## src/rtl/v_issue_pkg.sv

```systemverilog
// Shared types and opcode constants for the vector instruction issue queue.
package v_issue_pkg;

    localparam logic [6:0] V_LOAD_OPCODE  = 7'b0000111;
    localparam logic [6:0] V_STORE_OPCODE = 7'b0100111;

    typedef struct packed {
        logic [31:0] instr;
        logic [31:0] rs1;
        logic [31:0] rs2;
    } v_issue_entry_t;

    localparam int unsigned ENTRY_W = $bits(v_issue_entry_t);

endpackage

```

## src/rtl/v_issue_fifo_mem.sv

```systemverilog
// DEPTH x entry register array: synchronous write, asynchronous read; contents are not reset.
module v_issue_fifo_mem
    import v_issue_pkg::*;
#(
    parameter int unsigned DEPTH = 4,
    localparam int unsigned AW   = $clog2(DEPTH)
) (
    input  logic           clk,
    input  logic           we,
    input  logic [AW-1:0]  waddr,
    input  v_issue_entry_t wdata,
    input  logic [AW-1:0]  raddr,
    output v_issue_entry_t rdata
);

    v_issue_entry_t mem [DEPTH];

    always_ff @(posedge clk) begin
        if (we) begin
            mem[waddr] <= wdata;
        end
    end

    assign rdata = mem[raddr];

endmodule

```

## src/rtl/v_instr_issue_queue.sv

```systemverilog
// In-order issue FIFO between scalar and vector cores, with outstanding
// vector load/store tracking and a sticky done-pulse underflow flag.
module v_instr_issue_queue #(
    parameter int unsigned DEPTH           = 4,
    parameter int unsigned MAX_OUTSTANDING = 15,
    parameter logic [6:0]  V_LOAD_OPCODE   = v_issue_pkg::V_LOAD_OPCODE,
    parameter logic [6:0]  V_STORE_OPCODE  = v_issue_pkg::V_STORE_OPCODE
) (
    input  logic        clk,
    input  logic        rstn,
    input  logic        s_valid_i,
    output logic        s_ready_o,
    input  logic [31:0] v_instruction_i,
    input  logic [31:0] rs1_i,
    input  logic [31:0] rs2_i,
    output logic        v_valid_o,
    input  logic        v_ready_i,
    output logic [31:0] vector_instr_o,
    output logic [31:0] rs1_o,
    output logic [31:0] rs2_o,
    input  logic        v_load_done_i,
    input  logic        v_store_done_i,
    output logic        all_v_loads_executed_o,
    output logic        all_v_stores_executed_o,
    output logic        vector_stall_o,
    output logic        err_o
);

    import v_issue_pkg::*;

    localparam int unsigned AW = $clog2(DEPTH);
    localparam int unsigned CW = AW + 1;
    localparam int unsigned OW = $clog2(MAX_OUTSTANDING + 1);

    logic [AW-1:0]  wr_ptr, rd_ptr;
    logic [CW-1:0]  count, count_d;
    logic [OW-1:0]  ld_cnt, ld_cnt_d;
    logic [OW-1:0]  st_cnt, st_cnt_d;
    logic           err_d;

    logic           is_ld, is_st;
    logic           full, empty;
    logic           ld_limit, st_limit;
    logic           push, pop;
    logic           ld_inc, ld_dec, st_inc, st_dec;

    v_issue_entry_t wr_entry, rd_entry;

    // Opcode classification of the instruction being offered
    assign is_ld = (v_instruction_i[6:0] == V_LOAD_OPCODE);
    assign is_st = (v_instruction_i[6:0] == V_STORE_OPCODE);

    assign full     = (count == CW'(DEPTH));
    assign empty    = (count == '0);
    assign ld_limit = (ld_cnt == OW'(MAX_OUTSTANDING));
    assign st_limit = (st_cnt == OW'(MAX_OUTSTANDING));

    // Acceptance is purely from registered state plus opcode; no v_ready_i path
    assign s_ready_o = !full && !(is_ld && ld_limit) && !(is_st && st_limit);
    assign push      = s_valid_i && s_ready_o;
    assign v_valid_o = !empty;
    assign pop       = v_valid_o && v_ready_i;

    assign wr_entry = '{instr: v_instruction_i, rs1: rs1_i, rs2: rs2_i};

    v_issue_fifo_mem #(
        .DEPTH (DEPTH)
    ) u_mem (
        .clk   (clk),
        .we    (push),
        .waddr (wr_ptr),
        .wdata (wr_entry),
        .raddr (rd_ptr),
        .rdata (rd_entry)
    );

    // Head outputs read as zero while empty since the array is never cleared
    assign vector_instr_o = empty ? 32'h0 : rd_entry.instr;
    assign rs1_o          = empty ? 32'h0 : rd_entry.rs1;
    assign rs2_o          = empty ? 32'h0 : rd_entry.rs2;

    assign vector_stall_o          = full;
    assign all_v_loads_executed_o  = (ld_cnt == '0);
    assign all_v_stores_executed_o = (st_cnt == '0);

    // Next-state for fill level and outstanding counters
    always_comb begin
        count_d  = count;
        ld_cnt_d = ld_cnt;
        st_cnt_d = st_cnt;
        err_d    = err_o;

        ld_inc = push && is_ld;
        st_inc = push && is_st;
        ld_dec = v_load_done_i && (ld_cnt != '0);
        st_dec = v_store_done_i && (st_cnt != '0);

        case ({push, pop})
            2'b10:   count_d = count + CW'(1);
            2'b01:   count_d = count - CW'(1);
            default: count_d = count;
        endcase

        if (ld_inc && !ld_dec) begin
            ld_cnt_d = ld_cnt + OW'(1);
        end else if (!ld_inc && ld_dec) begin
            ld_cnt_d = ld_cnt - OW'(1);
        end

        if (st_inc && !st_dec) begin
            st_cnt_d = st_cnt + OW'(1);
        end else if (!st_inc && st_dec) begin
            st_cnt_d = st_cnt - OW'(1);
        end

        // A retire pulse with nothing pending is a protocol violation
        if ((v_load_done_i && (ld_cnt == '0)) || (v_store_done_i && (st_cnt == '0))) begin
            err_d = 1'b1;
        end
    end

    always_ff @(posedge clk) begin
        if (!rstn) begin
            wr_ptr <= '0;
            rd_ptr <= '0;
            count  <= '0;
            ld_cnt <= '0;
            st_cnt <= '0;
            err_o  <= 1'b0;
        end else begin
            if (push) begin
                wr_ptr <= wr_ptr + AW'(1);
            end
            if (pop) begin
                rd_ptr <= rd_ptr + AW'(1);
            end
            count  <= count_d;
            ld_cnt <= ld_cnt_d;
            st_cnt <= st_cnt_d;
            err_o  <= err_d;
        end
    end

endmodule

```

## config.mk

```make
export PLATFORM = sky130hd
export DESIGN_NAME = v_instr_issue_queue
export DESIGN_NICKNAME = d
export VERILOG_FILES = /design/src/rtl/v_issue_pkg.sv /design/src/rtl/v_issue_fifo_mem.sv /design/src/rtl/v_instr_issue_queue.sv
export SDC_FILE = /design/constraint.sdc
export NUM_CORES = 1
export LEC_CHECK = 0
export BUFFER_PORTS_ARGS = -buffer_cell sky130_fd_sc_hd__buf_2
export CAP_MARGIN = 0
export CORE_UTILIZATION = 39
export DETAILED_ROUTE_END_ITERATION = 16
export SETUP_SLACK_MARGIN = 0.5
export SLEW_MARGIN = 10
export SYNTH_ARGS = -nofsm -noshare
export SYNTH_HDL_FRONTEND = slang
export SYNTH_HIERARCHICAL = 1
export SYNTH_SLANG_ARGS = --single-unit
export TNS_END_PERCENT = 50
```

## constraint.sdc

```tcl
create_clock -name clk -period 10.25 [get_ports clk]
set_input_delay 2.05 -clock clk [delete_from_list [all_inputs] [get_ports clk]]
set_output_delay 2.05 -clock clk [all_outputs]
set_load 0.03 [all_outputs]
```

# After elaboration in Yosys (flattened, before gate mapping)
# Memory sizes are Yosys's and may differ from the RTL's. A register that Yosys moved wholly into a read port is not among the register bits.
# Cells that the tools add are included.
# W data, S select, Z words.
[totals] register_bits=16 mem_bits_rw=384 input_bits=102 output_inout_bits=102 elab_cells=67 n_memories=1
[memory_table] memory="u_mem.mem" words=4 width=96 read_ports=1 rd_clocked_by_memory_dff=1 write_ports=1 line="v_issue_fifo_mem.sv:16" source="v_issue_entry_t mem [DEPTH];"
[classes] n_addsub=8 eq_ne=7 mux=12 n_reduce_logical=33
[op_table] cell="$mux W32" n=3
[op_table] cell="$logic_and A1 B1 Y1" n=16
[op_table] cell="$mux W4" n=4
[op_table] cell="$add A4 B1 Y4 const B" n=2
[op_table] cell="$eq A4 B4 Y1 const B" n=2
[op_table] cell="$logic_not A1 Y1" n=8
[op_table] cell="$logic_not A4 Y1" n=2
[op_table] cell="$reduce_bool A4 Y1" n=2
[op_table] cell="$sub A4 B1 Y4 const B" n=2
[op_table] cell="$eq A7 B3 Y1 const B" n=1
[op_table] cell="$eq A7 B6 Y1 const B" n=1
[op_table] cell="$pmux W3 S2" n=1
[op_table] cell="$reduce_bool A2 Y1" n=3
[op_table] cell="$add A2 B1 Y2 const B" n=2
[op_table] cell="$mux W2" n=2
[op_table] cell="$add A3 B1 Y3 const B" n=1
[op_table] cell="$eq A3 B3 Y1 const B" n=1
[op_table] cell="$logic_not A3 Y1" n=1
[op_table] cell="$sub A3 B1 Y3 const B" n=1
[op_table] cell="$eq A2 B1 Y1 const B" n=1
[op_table] cell="$eq A2 B2 Y1 const B" n=1
[op_table] cell="$mux W1" n=2
[op_table] cell="$logic_or A1 B1 Y1" n=1

# Logic depth before layout (Yosys ltp)
[logic_depth] ltp_word=11 depth_mapped=11 ltp_nobuf=11

# Cells and area by module
# Netlist, hierarchy kept.
[by_module_without_submodules] mod="v_issue_fifo_mem" instances=1 cells_each=506 area_per_inst_um2=13889.6 seq_area_each_um2=11531.1
[by_module_without_submodules] mod="v_instr_issue_queue" instances=1 cells_each=219 area_per_inst_um2=1770.4 seq_area_each_um2=320.3

# Worst setup path before layout
# Ideal clock, no wire load.
[synth_timing] path_kind="input -> register" startpoint="input port v_instruction_i[5]" endpoint="memory u_mem/mem[0][0] (netlist bit) (enable)" setup_ns=0.687 arrival_time_ns=9.521 required_time_ns=9.563 setup_slack_ns=0.042 stages=3 path_buffers=0 cell_sequence="mux2i_1 > a21oi_1 > nor3b_1"
[synth_via] elab_chain_len=8 word_cells_on_any_way=11 classes_between="eq/ne: 2; mux: 2; reduce/logical: 7"
[synth_lines] item="start, declared" line="v_instr_issue_queue.sv:13" source="input logic [31:0] v_instruction_i,"
[synth_lines] item="$eq A7 B3 Y1" line="v_instr_issue_queue.sv:50" source="assign is_ld = (v_instruction_i[6:0] == V_LOAD_OPCODE);"
[synth_lines] item="$logic_and A1 B1 Y1" line="v_instr_issue_queue.sv:59" source="assign s_ready_o = !full && !(is_ld && ld_limit) && !(is_st && st_limit);"
[synth_lines] item="$logic_not A1 Y1" line="v_instr_issue_queue.sv:59"
[synth_lines] item="$logic_and A1 B1 Y1" line="v_instr_issue_queue.sv:59"
[synth_lines] item="$logic_and A1 B1 Y1 *" line="v_instr_issue_queue.sv:59"
[synth_lines] item="$logic_and A1 B1 Y1 *" line="v_instr_issue_queue.sv:60" source="assign push = s_valid_i && s_ready_o;"
[synth_lines] item="net push" line="v_instr_issue_queue.sv:44" source="logic push, pop;"
[synth_lines] item="$mux W1 *" line="v_issue_fifo_mem.sv:19" source="if (we) begin"
[synth_lines] item="$mux W1 (not written as such) *" line="v_issue_fifo_mem.sv:20" source="mem[waddr] <= wdata;"
[synth_lines] item="end, declared" line="v_issue_fifo_mem.sv:16"
# The timed path passes the listed nets; every way through them passes the cells marked *.

# Final worst setup path
[layout_timing] startpoint="input port v_instruction_i[3]" endpoint="output port s_ready_o"
[layout_via] elab_chain_len=5 word_cells_on_any_way=8 classes_between="eq/ne: 2; reduce/logical: 6"
[layout_lines] item="$eq A7 B3 Y1" line="v_instr_issue_queue.sv:50"
[layout_lines] item="$logic_and A1 B1 Y1" line="v_instr_issue_queue.sv:59"
[layout_lines] item="$logic_not A1 Y1" line="v_instr_issue_queue.sv:59"
[layout_lines] item="$logic_and A1 B1 Y1" line="v_instr_issue_queue.sv:59"
[layout_lines] item="$logic_and A1 B1 Y1 *" line="v_instr_issue_queue.sv:59"
[layout_lines] item="end, declared" line="v_instr_issue_queue.sv:12" source="output logic s_ready_o,"
# Mark *: on every way between the ends. The rest lies on a longest branch, timed or not.

==> qor.csv <==
metric;value;unit
grt_setup_unrepaired;false;
wl_per_cell;20.27;um
crit_chain;buf_2, nand4b_1, nor3_2, a21oi_1, buf_2;
setup_viol;0;
cts_tree;done;
core_area;0.03964;sq mm
min_path_type;reg2reg;
worstSetupPathDepth;5;
slew_viol_final;0;
nets;1057;
drive_gt1_frac;0.4160;
fmax;196.1;MHz
h-tree-depth;2;
place_congestion;0.6963;
hold_buffers;0;
cpMostUsedCell;buf_2;
final_area;0.01850;sq mm
drt-initial-drc-count;379;
p_sw;1.630;mW
antenna_found_initial;6;
cts_buffers;43;
grt_pass1_wl;46870;um
vias;7480;
cts_resized;0;
antenna_left;0;
ios;204;
yosysUniqueCellTypes;38;
fin_cells;1504;
clock_latency;550;ps
grt_pass1_vias;7922;
yosysWarnings;6;
rows;73;
slew_headroom;0.3491;
hold-path-cell-count;2;
critPathBufInv;2;
preCtsSetupSlack;5130;ps
arrival;3050;ps
clock_path_buffers;3;
dpl_cell_area;0.01718;sq mm
routed_wl;30490;um
drv_cap;0;
grt_max_degree;63;
pwr-share-seq;0.400;
syn_area;0.01566;sq mm
netSwitchingFraction;0.3212;
critPathKind;in2out;
p_int;3.444;mW
seq_area_frac_synth;0.7568;
setup_slack;5150;ps
die_h;202.4;um
syn_to_final_growth;18.11;%
clock_skew;21.81;ps
finalHoldViolCount;0;
port_buffers;203;
reg2reg_depth;5;
dp_hpwl;17160;um
clk_pin_slew;60;ps
placed_cells;1425;
worstPathRequired;8200;ps
final.setup.tns;0;ps
syn_avg_cell_area;21.60;sq um
cp-end-kind;output pin;
power_frac_comb;0.315;
power_density;274.3;mW/mm^2
p_leak;6.379;nW
worstMarginPinSlew;976.3;ps
final_common_cell;edfxtp_1;
clockPowerShare;0.285;
cp_max_fo;7;
crit_path_start_kind;primary input;
cts_setup_buffers;0;
outcome;finished, final reports clean;
gr-total-overflow;0;
start_util;0.3951;
dieArea;0.04096;sq mm
clock-sinks;400;
fin_crit_sh;0.4975;
drt_pass1_iterations;6;
ir_drop;0.0002130;V
layout_common_cells;edfxtp_1 (384), buf_2 (203), mux4_2 (96);
final_util;0.4666;
cts_root_buffer;clkbuf_16;
cpPeakStageDelay;350;ps
ys_seq_elements;400;
drc;0;
syn_nets;837;
fp.dieW;202.4;um
crit_family;simple AND/OR/NAND/NOR gates;
track_usage;0.1517;
cp_slowest_cell;nor3_2;
syn_inst;725;
viasPerCell;4.973;
finalCriticalPeriod;5100;ps
[power groups by stage]
stage | Sequential (mW) | Clock, mW | Combinational (mW)
2_1_floorplan | 2.04 | 0 | 1.27
4_1_cts | 2.03 | 1.50 | 1.64
5_1_grt | 2.05 | 1.55 | 1.72
3_3_place_gp | 2.06 | 0 | 1.64
3_5_place_dp | 2.07 | 0 | 1.64
6_report | 2.03 | 1.45 | 1.60
[per-stage QoR]
stage | hold slack, ps | total power, mW
2_1_floorplan | 458.5 | 3.313
3_3_place_gp | 477.2 | 3.699
3_5_place_dp | 488.2 | 3.708
4_1_cts | 499.4 | 5.173
5_1_grt | 529.4 | 5.325
6_report | 497.8 | 5.074
[final timing paths]
path,startpoint,to,slack [ps]
max,v_instruction_i[3],s_ready_o,5150
min,st_cnt[3]$_SDFFE_PN0P_,st_cnt[3]$_SDFFE_PN0P_,500
max reg2reg,ld_cnt[0]$_SDFFE_PN0P_,u_mem/mem[2][14]$_DFFE_PP_,7040
min reg2reg,st_cnt[3]$_SDFFE_PN0P_,st_cnt[3]$_SDFFE_PN0P_,500
[cell usage after synthesis (all sizes together)]
cell | count | area share
clkbuf | 15 | 0.0036
and3 | 2 | 0.00080
nor2b | 4 | 0.0016
inv | 8 | 0.0019
o21ai | 4 | 0.0013
edfxtp | 384 | 0.74
and3b | 3 | 0.0017
a21oi | 4 | 0.0013
nor3 | 1 | 0.00064
nand3 | 3 | 0.00096
dfxtp | 16 | 0.020
and2 | 104 | 0.047
buf | 22 | 0.013
ha | 7 | 0.0056
nor2 | 4 | 0.00096
o211ai | 1 | 0.00048
mux2i | 8 | 0.0051
xnor2 | 7 | 0.0039
a21boi | 1 | 0.00048
or3 | 2 | 0.00080
a21o | 2 | 0.00096
nand2 | 6 | 0.0014
fa | 3 | 0.0038
nand4b | 1 | 0.00056
a211oi | 1 | 0.00048
nand4 | 3 | 0.0012
a221oi | 1 | 0.00056
xor2 | 1 | 0.00056
nor4 | 2 | 0.00080
a211o | 1 | 0.00056
mux4 | 96 | 0.14
nor3b | 2 | 0.0013
nand2b | 6 | 0.0024
[logic make-up (layout without fill, tap and decap cells)]
group,count (synthesis),count (layout),synth area share
fa+ha+maj,10,10,0.009428
flops,400,400,0.7568
other cells,0,3,0
simple gates,143,143,0.06160
compound gates,15,15,0.006073
mux,104,104,0.1432
buf+inv,45,296,0.01846
xor+xnor,8,8,0.004474
[metal layers]
layer	track usage	vias to the layer above	share of wire
met3	0.04966	54	0.066
met2	0.2485	170	0.49
met4	0.04082	8	0.020
met5	0	-	0.0019
li1	-	3367	-
met1	0.1937	3881	0.42
[final cells by class]
class / count / area [sq um]
fill: 3392 / 21140
sequential: 400 / 11860
multi-input combinational: 280 / 3548
clock buffer: 53 / 1114
timing repair buffer: 212 / 1084
tap: 525 / 656.9
clock inverter: 23 / 197.7
inverter: 8 / 30.03
antenna: 3 / 7.507
[registers in the layout (all words and copies together), names as in the netlist]
| register | cells |
|---|---|
| count | 3 |
| err_o | 1 |
| ld_cnt | 4 |
| rd_ptr | 2 |
| st_cnt | 4 |
| u_mem/mem | 384 |
| wr_ptr | 2 |
[worst min-delay path, stage by stage, from the launching register on]
cell,delay [ps]
dfxtp_1,330
nand2_1,60
mux2i_1,60
(Power assumes the default switching activity.)
